<file path="config.mk">
export PLATFORM = sky130hd
export DESIGN_NAME = instruction_fetch_unit
export DESIGN_NICKNAME = d
export VERILOG_FILES = /design/src/rtl/mips_pkg.sv /design/src/rtl/fetch_pc_reg.sv /design/src/rtl/instruction_fetch_unit.sv
export SDC_FILE = /design/constraint.sdc
export NUM_CORES = 1
export LEC_CHECK = 0
export ABC_AREA = 1
export BUFFER_PORTS_ARGS = -buffer_cell sky130_fd_sc_hd__buf_2
export CAP_MARGIN = 5
export CORE_UTILIZATION = 47
export DETAILED_ROUTE_END_ITERATION = 10
export GPL_TIMING_DRIVEN = 1
export HOLD_SLACK_MARGIN = 0.12
export PLACE_DENSITY_LB_ADDON = 0.25
export SLEW_MARGIN = 10
export SYNTH_ARGS = -nofsm -noshare
export SYNTH_HDL_FRONTEND = slang
export SYNTH_SLANG_ARGS = --single-unit
</file>
<file path="constraint.sdc">
create_clock -name Clk -period 2.3 [get_ports Clk]
set_input_delay 0.345 -clock Clk [delete_from_list [all_inputs] [get_ports Clk]]
set_output_delay 0.345 -clock Clk [all_outputs]
set_load 0.01 [all_outputs]
</file>
<file path="src/rtl/mips_pkg.sv">
// Shared fetch-stage types: instruction width, NOP encoding, FSM and control encodings.
package mips_pkg;
  localparam int INSTR_W = 32;
  localparam logic [INSTR_W-1:0] NOP_WORD = 32'h0;

  typedef enum logic [1:0] {
    BOOT = 2'd0,
    RUN  = 2'd1,
    HALT = 2'd2
  } fetch_state_t;

  typedef enum logic [1:0] {
    PC_HOLD = 2'd0,
    PC_INC  = 2'd1,
    PC_TGT  = 2'd2
  } pc_sel_t;

  typedef enum logic [1:0] {
    IFID_HOLD   = 2'd0,
    IFID_LOAD   = 2'd1,
    IFID_SQUASH = 2'd2
  } ifid_op_t;
endpackage

</file>
<file path="src/rtl/fetch_pc_reg.sv">
// PC register with hold / +4 / aligned-target next-PC mux and sticky fault detect.
// Fault covers misaligned redirect targets and normal fetches beyond instruction memory.
module fetch_pc_reg
  import mips_pkg::*;
#(
  parameter logic [31:0] RESET_PC   = 32'h0000_0000,
  parameter int          IMEM_WORDS = 1024
) (
  input  logic        clk,
  input  logic        reset,
  input  pc_sel_t     pc_sel,
  input  logic        fetch,
  input  logic [31:0] target,
  output logic [31:0] pc,
  output logic [31:0] pc_plus4,
  output logic        fault
);

  localparam logic [31:0] IMEM_BYTES = 32'(IMEM_WORDS) << 2;

  logic [31:0] pc_d;
  logic        fault_set;

  assign pc_plus4 = pc + 32'd4;

  always_comb begin
    pc_d = pc;
    case (pc_sel)
      PC_INC:  pc_d = pc_plus4;
      PC_TGT:  pc_d = {target[31:2], 2'b00};
      default: pc_d = pc;
    endcase
  end

  // Out-of-range words are still fetched (memory aliases), only flagged.
  assign fault_set = ((pc_sel == PC_TGT) && (target[1:0] != 2'b00)) ||
                     (fetch && (pc >= IMEM_BYTES));

  always_ff @(posedge clk) begin
    if (reset) begin
      pc    <= RESET_PC;
      fault <= 1'b0;
    end else begin
      pc <= pc_d;
      if (fault_set) begin
        fault <= 1'b1;
      end
    end
  end

endmodule

</file>
<file path="src/rtl/instruction_fetch_unit.sv">
// IF stage: BOOT/RUN/HALT FSM, IF/ID register and retired-fetch counter around fetch_pc_reg.
// One fetch per cycle; word at PC lands in IF/ID one edge later; stall holds PC and IF/ID.
module instruction_fetch_unit
  import mips_pkg::*;
#(
  parameter logic [31:0] RESET_PC   = 32'h0000_0000,
  parameter int          IMEM_WORDS = 1024,
  parameter logic [31:0] HALT_WORD  = 32'hFFFF_FFFF
) (
  input  logic               Clk,
  input  logic               Reset,
  output logic [31:0]        imem_addr,
  input  logic [INSTR_W-1:0] imem_instr,
  input  logic               stall,
  input  logic               redirect_valid,
  input  logic [31:0]        redirect_target,
  output logic [INSTR_W-1:0] if_id_instr,
  output logic [31:0]        if_id_pc_plus4,
  output logic               if_id_valid,
  output logic               halted,
  output logic               fetch_fault,
  output logic [31:0]        fetch_count
);

  fetch_state_t state_q, state_d;
  pc_sel_t      pc_sel;
  ifid_op_t     ifid_op;
  logic         count_inc;
  logic         fetch;
  logic [31:0]  pc;
  logic [31:0]  pc_plus4;

  fetch_pc_reg #(
    .RESET_PC  (RESET_PC),
    .IMEM_WORDS(IMEM_WORDS)
  ) u_pc (
    .clk     (Clk),
    .reset   (Reset),
    .pc_sel  (pc_sel),
    .fetch   (fetch),
    .target  (redirect_target),
    .pc      (pc),
    .pc_plus4(pc_plus4),
    .fault   (fetch_fault)
  );

  assign imem_addr = pc;
  assign halted    = (state_q == HALT);
  assign fetch     = (ifid_op == IFID_LOAD);

  always_ff @(posedge Clk) begin
    if (Reset) begin
      state_q <= BOOT;
    end else begin
      state_q <= state_d;
    end
  end

  always_comb begin
    state_d   = state_q;
    pc_sel    = PC_HOLD;
    ifid_op   = IFID_HOLD;
    count_inc = 1'b0;
    case (state_q)
      BOOT: begin
        state_d = RUN;
        ifid_op = IFID_SQUASH;
      end
      RUN: begin
        // Redirect beats stall: the wrong-path slot is squashed, never held.
        if (redirect_valid) begin
          pc_sel  = PC_TGT;
          ifid_op = IFID_SQUASH;
        end else if (!stall) begin
          ifid_op   = IFID_LOAD;
          count_inc = 1'b1;
          if (imem_instr == HALT_WORD) begin
            state_d = HALT;
          end else begin
            pc_sel = PC_INC;
          end
        end
      end
      HALT: begin
        ifid_op = IFID_SQUASH;
        if (redirect_valid) begin
          pc_sel  = PC_TGT;
          state_d = RUN;
        end
      end
      default: begin
        state_d = BOOT;
        ifid_op = IFID_SQUASH;
      end
    endcase
  end

  always_ff @(posedge Clk) begin
    if (Reset) begin
      if_id_instr    <= NOP_WORD;
      if_id_pc_plus4 <= 32'h0;
      if_id_valid    <= 1'b0;
      fetch_count    <= 32'h0;
    end else begin
      case (ifid_op)
        IFID_LOAD: begin
          if_id_instr    <= imem_instr;
          if_id_pc_plus4 <= pc_plus4;
          if_id_valid    <= 1'b1;
        end
        IFID_SQUASH: begin
          if_id_instr <= NOP_WORD;
          if_id_valid <= 1'b0;
        end
        default: ;
      endcase
      if (count_inc) begin
        fetch_count <= fetch_count + 32'd1;
      end
    end
  end

endmodule

</file>
==> results.py, run 1 <==
metrics = {
    "final_layout": {
        "final_cells": 1442,
        "drive_above_1_share_pct": 21.8,
        "final_net_count": 1326,
        "antennaDiodeCount": 0,
        "final_cell_area_sq_um": 8520,
        "syn_to_final_growth_pct": 25.8,
        "post-route-util_pct": 60.9,
        "fillers": 1349,
    },
    "outcome": {
        "status": "complete, no violations",
    },
    "grt": {
        "grt_max_degree": 83,
        "grt_pass1_vias": 6346,
        "globalRouteOverflowTotal": 0,
        "antenna_found_initial": 0,
        "grtUsageTotal_pct": 26.4,
        "grt_pass1_wl_mm": 30.8,
    },
    "routing": {
        "via_per_inst": 5.03,
        "ant_nets": 0,
        "drc": 0,
        "drt_wl_total_mm": 19.4,
        "drt_first_pass_iters": 5,
        "wl_per_cell_um": 13.5,
        "vias": 7258,
        "drt_iter0_drc": 463,
    },
    "power": {
        "powerDensity_nw_per_um2": 797,
        "p_leak_nw": 3.90,
        "totalPowerFinal_mw": 6.79,
        "vdd_drop_max_v": 0.000587,
    },
    "clocking": {
        "post-cts-setup-buffers": 0,
        "clock_latency_ns": 0.42,
        "cts_hold_buf": 0,
        "post_cts_resized": 0,
        "cts-root-buf": "clkbuf_16",
        "cts_sinks": 128,
        "htree_levels": 4,
        "cts.clk_slew.worst_paths_ns": 0.06,
        "numCtsBuffers": 17,
        "clockBufferDepth": 2,
        "cts_tree": "built",
    },
    "logic_synthesis": {
        "synthCells": 1061,
        "synth_seq_cells": 128,
        "synth_warnings": 0,
        "synth_cell_types": 40,
        "syn_avg_cell_area_sq_um": 6.38,
        "synth_area_sq_um": 6770,
        "synth_seq_area_share_pct": 37.8,
    },
    "flow_run": {
        "cap_violations": 0,
    },
    "die": {
        "row_count": 43,
        "die_w_um": 122,
        "initial_core_util_pct": 48.4,
        "core_area_sq_um": 14000,
        "dieArea_sq_um": 14900,
        "io_pins": 199,
        "die_height_um": 122,
    },
    "placed_design": {
        "dp.cells": 1410,
        "pre_cts_ws_ns": 0.296,
        "placed_area_sq_um": 7950,
        "dp_hpwl_mm": 14.1,
        "gp_congestion": 0.958,
        "port_buffers": 194,
    },
    "timing": {
        "period_share_pct": 85.7,
        "worstMarginPinSlew_ns": 0.962,
        "whs_ns": 0.180,
        "setup_slack_ns": 0.329,
        "hold_viol": 0,
        "max_freq_mhz": 507,
        "setup-violations-final": 0,
        "period_minus_slack_ns": 1.97,
        "max_slew_margin_pct": 35.9,
        "fin_worst_skew_ns": 0.0115,
        "tns_ns": 0,
        "rsz0062_at_grt": "no",
        "slew_viol_final": 0,
    },
    "setup_path": {
        "start_kind": "flop",
        "r2r_start": "state_q[1]",
        "cp.required_ns": 2.56,
        "critPathMaxFanout": 12,
        "crit_arrival_ns": 2.23,
        "endpoint_kind": "flop",
        "worstSetupStartpoint": "state_q[1]",
        "crit_type": "reg2reg",
    },
    "min_path": {
        "hold_start": "imem_instr[4]",
        "hp-class": "in2reg",
    },
}
-- power breakdown --
part / total (mW) / internal [mW] / switching, mW
Clock: 2.59 / 1.54 / 1.05
Sequential: 2.58 / 2.41 / 0.167
Combinational: 1.63 / 0.615 / 1.01
-- cells in the final DEF (no fill, tap or decap), types with 2 or more instances in the layout --
cell / Yosys / final
nand2_2: 3 / 3
clkbuf_8: 0 / 2
o211ai_1: 19 / 19
nor4_1: 2 / 2
xnor2_1: 7 / 7
clkinvlp_4: 0 / 4
nor2_4: 6 / 6
clkinv_2: 1 / 5
o21ai_0: 38 / 38
nand4_1: 12 / 12
nand2_1: 321 / 321
nor3_1: 2 / 2
buf_4: 4 / 15
nand3_1: 68 / 68
inv_1: 102 / 102
xor2_1: 4 / 4
clkinv_4: 0 / 4
nand3_2: 3 / 3
buf_2: 7 / 194
nor2_1: 172 / 171
dfxtp_1: 128 / 128
nor2_2: 9 / 10
nand3b_1: 5 / 5
a21oi_1: 89 / 89
buf_12: 0 / 3
ha_1: 9 / 8
clkbuf_16: 0 / 17
conb_1: 1 / 4
-- synthesized netlist by cell type --
cell,number,area share [%]
a21oi_1,89,6.6
a21oi_2,1,0.13
a221oi_1,1,0.13
a2bb2oi_1,1,0.13
and3_1,1,0.092
buf_1,6,0.33
buf_2,7,0.52
buf_4,4,0.44
buf_6,1,0.17
clkbuf_1,28,1.6
clkinv_1,1,0.055
clkinv_2,1,0.074
conb_1,1,0.055
dfxtp_1,128,38
ha_1,9,1.7
inv_1,102,5.7
inv_2,1,0.055
nand2_1,321,18
nand2_2,3,0.28
nand3_1,68,5.0
nand3_2,3,0.44
nand3_4,1,0.26
nand3b_1,5,0.55
nand4_1,12,1.1
nor2_1,172,9.5
nor2_2,9,0.83
nor2_4,6,1.0
nor3_1,2,0.15
nor3_2,1,0.15
nor3_4,1,0.24
nor3b_1,1,0.11
nor3b_2,1,0.18
nor4_1,2,0.18
o211ai_1,19,2.1
o21ai_0,38,2.8
o21ai_1,1,0.074
o21bai_1,1,0.11
o221a_2,1,0.17
xnor2_1,7,0.91
xor2_1,4,0.52
-- worst max-delay path, stage by stage, from the launching register on --
cell and delay (ns):
dfxtp_1 0.33, inv_1 0.07, ha_1 0.23, nand2_2 0.12, clkinv_2 0.06, buf_4 0.18
ha_2 0.23, inv_1 0.30, o21bai_1 0.20, a21oi_1 0.08
-- metal layers --
layer | vias to the layer above | track usage (%) | part of all wire [%]
li1 | 3752 | - | -
met1 | 3222 | 33.3 | 44
met2 | 260 | 44.4 | 47
met3 | 24 | 5.76 | 7.0
met4 | 0 | 8.49 | 1.7
met5 | - | 0 | 0
-- cell type report --
type                            instances  area (sq um)  area share [%]
Clock buffer                           19           453            5.32
Tap cell                              180           225            2.64
Clock inverter                         13           115            1.35
Sequential cell                       128          2560            30.1
Timing Repair Buffer                  212          1140            13.4
Multi-Input combinational cell        785          3630            42.6
Inverter                              105           395            4.64
-- worst paths after layout --
| check | end | slack [ns] | depth (start not counted) |
|---|---|---|---|
| min reg2reg | if_id_instr[30] | 0.46 | 2 |
| max reg2reg | u_pc.fault | 0.33 | 9 |
| max | u_pc.fault | 0.33 | 9 |
| min | if_id_instr[4] | 0.18 | 3 |
-- sequential cells by signal, summed over array words and instances, names as in the netlist --
name / flops
if_id_pc_plus4: 30
state_q: 2
u_pc.pc: 30
if_id_valid: 1
fetch_count: 32
if_id_instr: 32
u_pc.fault: 1
-- logic make-up after synthesis --
| group | synth area share, % |
|---|---|
| simple gates | 37.9 |
| fa+ha+maj | 1.66 |
| compound gates | 12.2 |
| buf+inv | 8.85 |
| other cells | 0.0554 |
| xor+xnor | 1.42 |
| flops | 37.8 |
Note: power is estimated with default switching activity, not from simulation.
==> run 2, diff against run 1 <==
--- a/config.mk
+++ b/config.mk
@@ -12,7 +12,7 @@
 export DETAILED_ROUTE_END_ITERATION = 10
 export GPL_TIMING_DRIVEN = 1
 export HOLD_SLACK_MARGIN = 0.12
-export PLACE_DENSITY_LB_ADDON = 0.25
+export PLACE_DENSITY = 0.77
 export SLEW_MARGIN = 10
 export SYNTH_ARGS = -nofsm -noshare
 export SYNTH_HDL_FRONTEND = slang
==> run 2 against run 1 <==
- sequential share of layout area increased by 0.11 points
- worst setup slack got worse by 0.033 ns
- power about the same
- non-clock buffer count decreased by 1
- clock skew decreased by 0.0026 ns
- final area decreased by 0.37%
- cell count decreased by 0.14%
- critical path depth increased by 1
- sequential cell count unchanged
- combinational power about the same
- clock power about the same
- wire length decreased by 0.50%
- largest power group unchanged
==> results.py, run 2 (synthesized netlist as in run 1, its figures left out) <==
metrics = {
    "timing": {
        "hold_viol": 0,
        "rsz0062_at_grt": "no",
        "period_share_pct": 87.1,
        "max_freq_mhz": 499,
        "setup-violations-final": 0,
        "tns_ns": 0,
        "setup_slack_ns": 0.297,
        "worstMarginPinSlew_ns": 0.929,
        "fin_worst_skew_ns": 0.00893,
        "slew_viol_final": 0,
        "period_minus_slack_ns": 2.00,
        "max_slew_margin_pct": 38.1,
    },
    "die": {
        "dieArea_sq_um": 14900,
        "initial_core_util_pct": 48.4,
        "die_height_um": 122,
        "row_count": 43,
        "core_area_sq_um": 14000,
        "io_pins": 199,
        "die_w_um": 122,
    },
    "clocking": {
        "clock_latency_ns": 0.42,
        "cts_tree": "built",
        "cts_sinks": 128,
        "post-cts-setup-buffers": 0,
        "numCtsBuffers": 17,
        "clockBufferDepth": 2,
        "cts-root-buf": "clkbuf_16",
        "cts.clk_slew.worst_paths_ns": 0.06,
        "cts_hold_buf": 0,
        "post_cts_resized": 0,
        "htree_levels": 4,
    },
    "power": {
        "seq_power_share_pct": 38.0,
        "power_frac_clock_pct": 38.2,
        "vdd_drop_max_v": 0.000545,
        "share_comb_of_total_power_pct": 23.8,
        "switching_share_pct": 31.6,
        "p_switching_mw": 2.14,
        "powerDensity_nw_per_um2": 799,
        "internal_power_mw": 4.64,
        "p_leak_nw": 3.90,
    },
    "final_layout": {
        "fillers": 1390,
        "mostFrequentLayoutCell": "nand2_1",
        "final_cell_mix": "nand2_1 (321), buf_2 (194), nor2_1 (171)",
        "drive_above_1_share_pct": 21.3,
        "antennaDiodeCount": 0,
        "largestRegisters": "fetch_count x32, if_id_instr x32",
        "syn_to_final_growth_pct": 25.4,
        "final_net_count": 1325,
        "final_cell_area_sq_um": 8490,
        "multi_input_area_sq_um": 3630,
        "register_area_sq_um": 2560,
    },
    "setup_path": {
        "crit_type": "reg2reg",
        "start_kind": "flop",
        "endpoint_kind": "flop",
        "crit_arrival_ns": 2.27,
        "regToRegSetupSlack_ns": 0.30,
        "ff2ff_path_depth": 10,
        "r2r_start": "state_q[1]",
        "critPathMaxFanout": 23,
        "cp.required_ns": 2.56,
        "r2r_end": "u_pc.pc[13]",
    },
    "outcome": {
        "status": "complete, no violations",
    },
    "grt": {
        "grtUsageTotal_pct": 26.3,
        "antenna_found_initial": 0,
        "grt_max_degree": 83,
        "grt_pass1_wl_mm": 30.6,
        "globalRouteOverflowTotal": 0,
        "grt_pass1_vias": 6385,
    },
    "placed_design": {
        "port_buffers": 194,
        "pre_cts_ws_ns": 0.268,
        "placed_area_sq_um": 7930,
        "dp_hpwl_mm": 14.1,
        "gp_congestion": 0.952,
    },
    "min_path": {
        "worst_hold_path.num_cells": 3,
        "hold_start": "imem_instr[20]",
        "hp-class": "in2reg",
        "worstHoldEndpoint": "if_id_instr[20]",
    },
    "routing": {
        "via_per_inst": 5.04,
        "vias": 7253,
        "wl_per_cell_um": 13.4,
        "drt_wl_total_mm": 19.3,
        "drt_iter0_drc": 475,
        "drc": 0,
        "drt_first_pass_iters": 5,
        "ant_nets": 0,
    },
    "flow_run": {
        "cap_violations": 0,
    },
}
[run 2: cell count changes in the layout (fill, tap and decap cells not counted), sizes merged]
cell,previous run,this run
clkbuf,19,24
clkinvlp,4,0
clkinv,10,7
buf,212,211
bufinv,1,2
[run 2: final cells by class]
type | instances | area share (%)
well taps | 180 | 2.65
clock buffers | 24 | 5.56
inverters | 105 | 4.66
clock inverters | 7 | 1.00
multi-input cells | 785 | 42.7
flip-flops and latches | 128 | 30.2
repair buffers | 211 | 13.2
[run 2: worst max-delay path by stage]
stage / from / end / slack [ns] / cells after the start
floorplan: state_q[1] / u_pc.pc[30] / 0.17 / 12
global placement: imem_instr[13] / u_pc.pc[14] / 0.28 / 14
detailed placement: imem_instr[13] / u_pc.pc[3] / 0.27 / 12
CTS: state_q[1] / u_pc.pc[13] / 0.30 / 10
global route: state_q[1] / u_pc.pc[13] / 0.11 / 10
finish: state_q[1] / u_pc.pc[13] / 0.30 / 10
[run 2: critical path, stage by stage, from the launching register on]
cell	delay (ns)
dfxtp_1	0.31
inv_1	0.09
ha_1	0.24
nand2_2	0.08
clkinv_2	0.05
nand3_1	0.08
ha_1	0.43
buf_4	0.31
nor2_1	0.08
o21ai_0	0.08
a21oi_1	0.09
[run 2: power by group through the flow]
stage	Clock (mW)	Sequential (mW)	Combinational, mW
after floorplan	0	2.68	0.954
after global placement	0	2.62	1.59
after global routing	2.74	2.60	1.81
after detailed placement	0	2.62	1.61
final	2.59	2.58	1.61
after CTS	2.63	2.58	1.62
[run 2: per-stage QoR]
step	hold slack (ns)	cells	utilization [%]	power (mW)
after floorplan	0.476	1064	-	3.64
after global placement	0.445	1409	56.7	4.21
after detailed placement	0.452	1409	56.7	4.23
after CTS	0.172	1440	60.7	6.83
after global routing	0.181	1440	60.7	7.15
final	0.185	1440	60.7	6.79
[run 2: metal layers]
layer	global-route usage (%)	vias to the layer above	wire length (um)
met5	0	-	0
met4	9.10	0	362
met3	5.71	31	1310
met2	44.1	252	9120
met1	33.0	3233	8520
li1	-	3737	-
==> run 3, diff against run 2 <==
--- a/config.mk
+++ b/config.mk
@@ -12,8 +12,9 @@
 export DETAILED_ROUTE_END_ITERATION = 10
 export GPL_TIMING_DRIVEN = 1
 export HOLD_SLACK_MARGIN = 0.12
-export PLACE_DENSITY = 0.77
+export PLACE_DENSITY = 0.76
 export SLEW_MARGIN = 10
 export SYNTH_ARGS = -nofsm -noshare
 export SYNTH_HDL_FRONTEND = slang
+export SYNTH_HIERARCHICAL = 1
 export SYNTH_SLANG_ARGS = --single-unit
==> run 3 against run 2 <==
- synthesized cell count fell by 1.5%
- hold slack lost 0.016 ns
- register-to-register slack got worse by 0.07 ns
- wire length rose by 2.0%
- via count fell by 0.23%
- highest routed layer unchanged
==> results.py, run 3 <==
metrics = {
    "outcome": {
        "status": "complete, no violations",
    },
    "placed_design": {
        "gp_congestion": 0.954,
        "dp_hpwl_mm": 14.1,
        "port_buffers": 196,
        "placed_area_sq_um": 7970,
    },
    "timing": {
        "hold_viol": 0,
        "fin_worst_skew_ns": 0.0103,
        "slew_viol_final": 0,
        "rsz0062_at_grt": "no",
        "max_freq_mhz": 482,
        "max_slew_margin_pct": 60.9,
        "worstMarginPinSlew_ns": 0.586,
        "period_minus_slack_ns": 2.08,
        "setup-violations-final": 0,
        "period_share_pct": 90.2,
        "tns_ns": 0,
    },
    "logic_synthesis": {
        "async_reset_ff_share_pct": 0,
        "synth_warnings": 6,
        "synth-edff-count": 0,
        "synthXorXnorAreaFrac_pct": 2.14,
        "synthCells": 1045,
        "synth_area_leaders": "dfxtp_1 (38%), nand2_1 (16%), nor2_1 (11%)",
        "synthFlopType": "dfxtp_1",
        "yosys.area_share.simple_pct": 38.6,
        "yosysMostFrequentCell": "nand2_1",
        "synth_cell_types": 32,
        "synth_seq_area_share_pct": 38.3,
        "synth-compound-area-share_pct": 11.5,
        "synth_top_area_share_pct": 38.3,
        "synth_area_leader_cell": "dfxtp_1",
        "synth_mux_area_share_pct": 0,
        "synth_area_sq_um": 6800,
        "synthTopCellsByCount": "nand2_1 (287), nor2_1 (205), dfxtp_1 (130)",
        "synth_adder_area_share_pct": 2.02,
        "synth_top_family_by_area": "simple AND/OR/NAND/NOR gates",
        "synth_seq_cells": 130,
        "syn_avg_cell_area_sq_um": 6.51,
    },
    "power": {
        "p_leak_nw": 4.06,
        "powerDensity_nw_per_um2": 842,
        "p_switching_mw": 2.44,
        "switching_share_pct": 34.0,
        "vdd_drop_max_v": 0.000557,
        "internal_power_mw": 4.73,
        "seq_power_share_pct": 38.3,
        "power_frac_clock_pct": 35.4,
        "share_comb_of_total_power_pct": 26.3,
    },
    "final_layout": {
        "drive_above_1_share_pct": 23.3,
        "mostFrequentLayoutCell": "nand2_1",
        "final_cell_mix": "nand2_1 (287), nor2_1 (204), buf_2 (196)",
        "antennaDiodeCount": 0,
        "syn_to_final_growth_pct": 25.3,
        "fillers": 1353,
        "final_net_count": 1312,
        "final_cell_area_sq_um": 8520,
        "largestRegisters": "fetch_count x32, if_id_instr x32, if_id_pc_plus4 x32",
        "post-route-util_pct": 60.9,
    },
    "min_path": {
        "worst_hold_path.num_cells": 3,
        "worstHoldEndpoint": "if_id_instr[13]",
        "hold_start": "imem_instr[13]",
        "hp-class": "in2reg",
    },
    "setup_path": {
        "r2r_end": "u_pc/pc[3]",
        "critPathMaxFanout": 13,
        "start_kind": "flop",
        "crit_arrival_ns": 2.40,
        "endpoint_kind": "flop",
        "cp.required_ns": 2.62,
        "r2r_start": "state_q[0]",
        "regToRegSetupSlack_ns": 0.22,
        "ff2ff_path_depth": 9,
        "crit_type": "reg2reg",
    },
    "grt": {
        "grtUsageTotal_pct": 26.9,
        "grt_max_degree": 58,
        "globalRouteOverflowTotal": 0,
        "grt_pass1_vias": 6614,
        "grt_pass1_wl_mm": 31.4,
        "antenna_found_initial": 0,
    },
    "clocking": {
        "cts_tree": "built",
        "clock_latency_ns": 0.43,
        "numCtsBuffers": 17,
        "cts_sinks": 130,
        "post-cts-setup-buffers": 0,
        "htree_levels": 4,
        "clockBufferDepth": 2,
        "cts_hold_buf": 0,
        "cts.clk_slew.worst_paths_ns": 0.06,
        "cts-root-buf": "clkbuf_16",
        "post_cts_resized": 0,
    },
    "routing": {
        "wl_per_cell_um": 13.8,
        "drc": 0,
        "vias": 7236,
        "drt_first_pass_iters": 5,
        "ant_nets": 0,
        "drt_wl_total_mm": 19.7,
        "drt_iter0_drc": 570,
        "via_per_inst": 5.09,
    },
    "die": {
        "row_count": 43,
        "die_w_um": 122,
        "initial_core_util_pct": 48.6,
        "core_area_sq_um": 14000,
        "die_height_um": 122,
        "dieArea_sq_um": 14900,
        "io_pins": 199,
    },
    "flow_run": {
        "cap_violations": 0,
    },
}
## run 3: cell count changes after synthesis, sizes merged, moves of 12 or more
| cell | delta |
|---|---|
| inv | -19 |
| o21ai | +20 |
| nor2 | +47 |
| nand3 | -22 |
| nand4 | +12 |
| o211ai | -18 |
| nand2 | -28 |
## run 3: metal layers
metal  share of wire [%]  routed length (um)  global-route usage [%]
met1                  44                8750                    33.0
met2                  47                9220                    45.5
met3                 6.5                1280                    5.53
met4                 2.3                 458                    11.2
met5                   0                   0                       0
## run 3: final cells by class
| cell class | instances | area [sq um] | area share [%] |
|---|---|---|---|
| Clock buffer | 20 | 467 | 5.48 |
| Clock inverter | 9 | 85.1 | 0.999 |
| Inverter | 84 | 315 | 3.70 |
| Multi-Input combinational cell | 791 | 3710 | 43.5 |
| Sequential cell | 130 | 2600 | 30.6 |
| Tap cell | 180 | 225 | 2.64 |
| Timing Repair Buffer | 209 | 1120 | 13.1 |
## run 3: power by group through the flow
stage / logic (mW) / registers, mW / clock network [mW]
3_5_place_dp: 1.87 / 2.79 / 0
4_1_cts: 1.88 / 2.74 / 2.58
5_1_grt: 2.10 / 2.79 / 2.67
2_1_floorplan: 1.12 / 2.84 / 0
3_3_place_gp: 1.84 / 2.78 / 0
6_report: 1.89 / 2.75 / 2.54
## run 3: worst max-delay path by stage
| stage | cells past startpoint | endpoint | slack, ns | from |
|---|---|---|---|---|
| 2_1_floorplan | 11 | u_pc/pc[31] | 0.24 | state_q[1] |
| 3_3_place_gp | 9 | u_pc/pc[3] | 0.29 | state_q[0] |
| 3_5_place_dp | 9 | u_pc/pc[3] | 0.24 | state_q[0] |
| 4_1_cts | 9 | u_pc/pc[3] | 0.25 | state_q[0] |
| 5_1_grt | 10 | u_pc/pc[3] | 0.07 | state_q[1] |
| 6_report | 9 | u_pc/pc[3] | 0.22 | state_q[0] |
## run 3: kinds of logic (layout without fill, tap and decap cells)
| logic type | Yosys count | after routing |
|---|---|---|
| and+or+nand+nor | 610 | 610 |
| AOI/OAI and AO/OA | 152 | 152 |
| DFF | 130 | 130 |
| buffers and inverters | 127 | 322 |
| xor gates and xnor gates | 14 | 14 |
| adders and majority gates | 11 | 11 |
| other | 1 | 4 |
## run 3: worst max-delay path, stage by stage, from the launching register on
cell      delay [ns]
dfxtp_1         0.40
inv_1           0.09
ha_1            0.28
nand2_1         0.05
a21oi_1         0.22
ha_1            0.33
inv_1           0.29
nand3_1         0.15
o211ai_1        0.10
inv_1           0.05
## run 3: per-stage QoR
stage          hold WS, ns  std cells  total power [mW]  setup slack (ns)
2_1_floorplan        0.481       1048              3.96             0.236
3_3_place_gp         0.443       1394              4.63             0.294
3_5_place_dp         0.451       1394              4.66             0.244
4_1_cts              0.161       1423              7.21             0.246
5_1_grt              0.176       1423              7.55            0.0653
6_report             0.169       1423              7.18             0.225
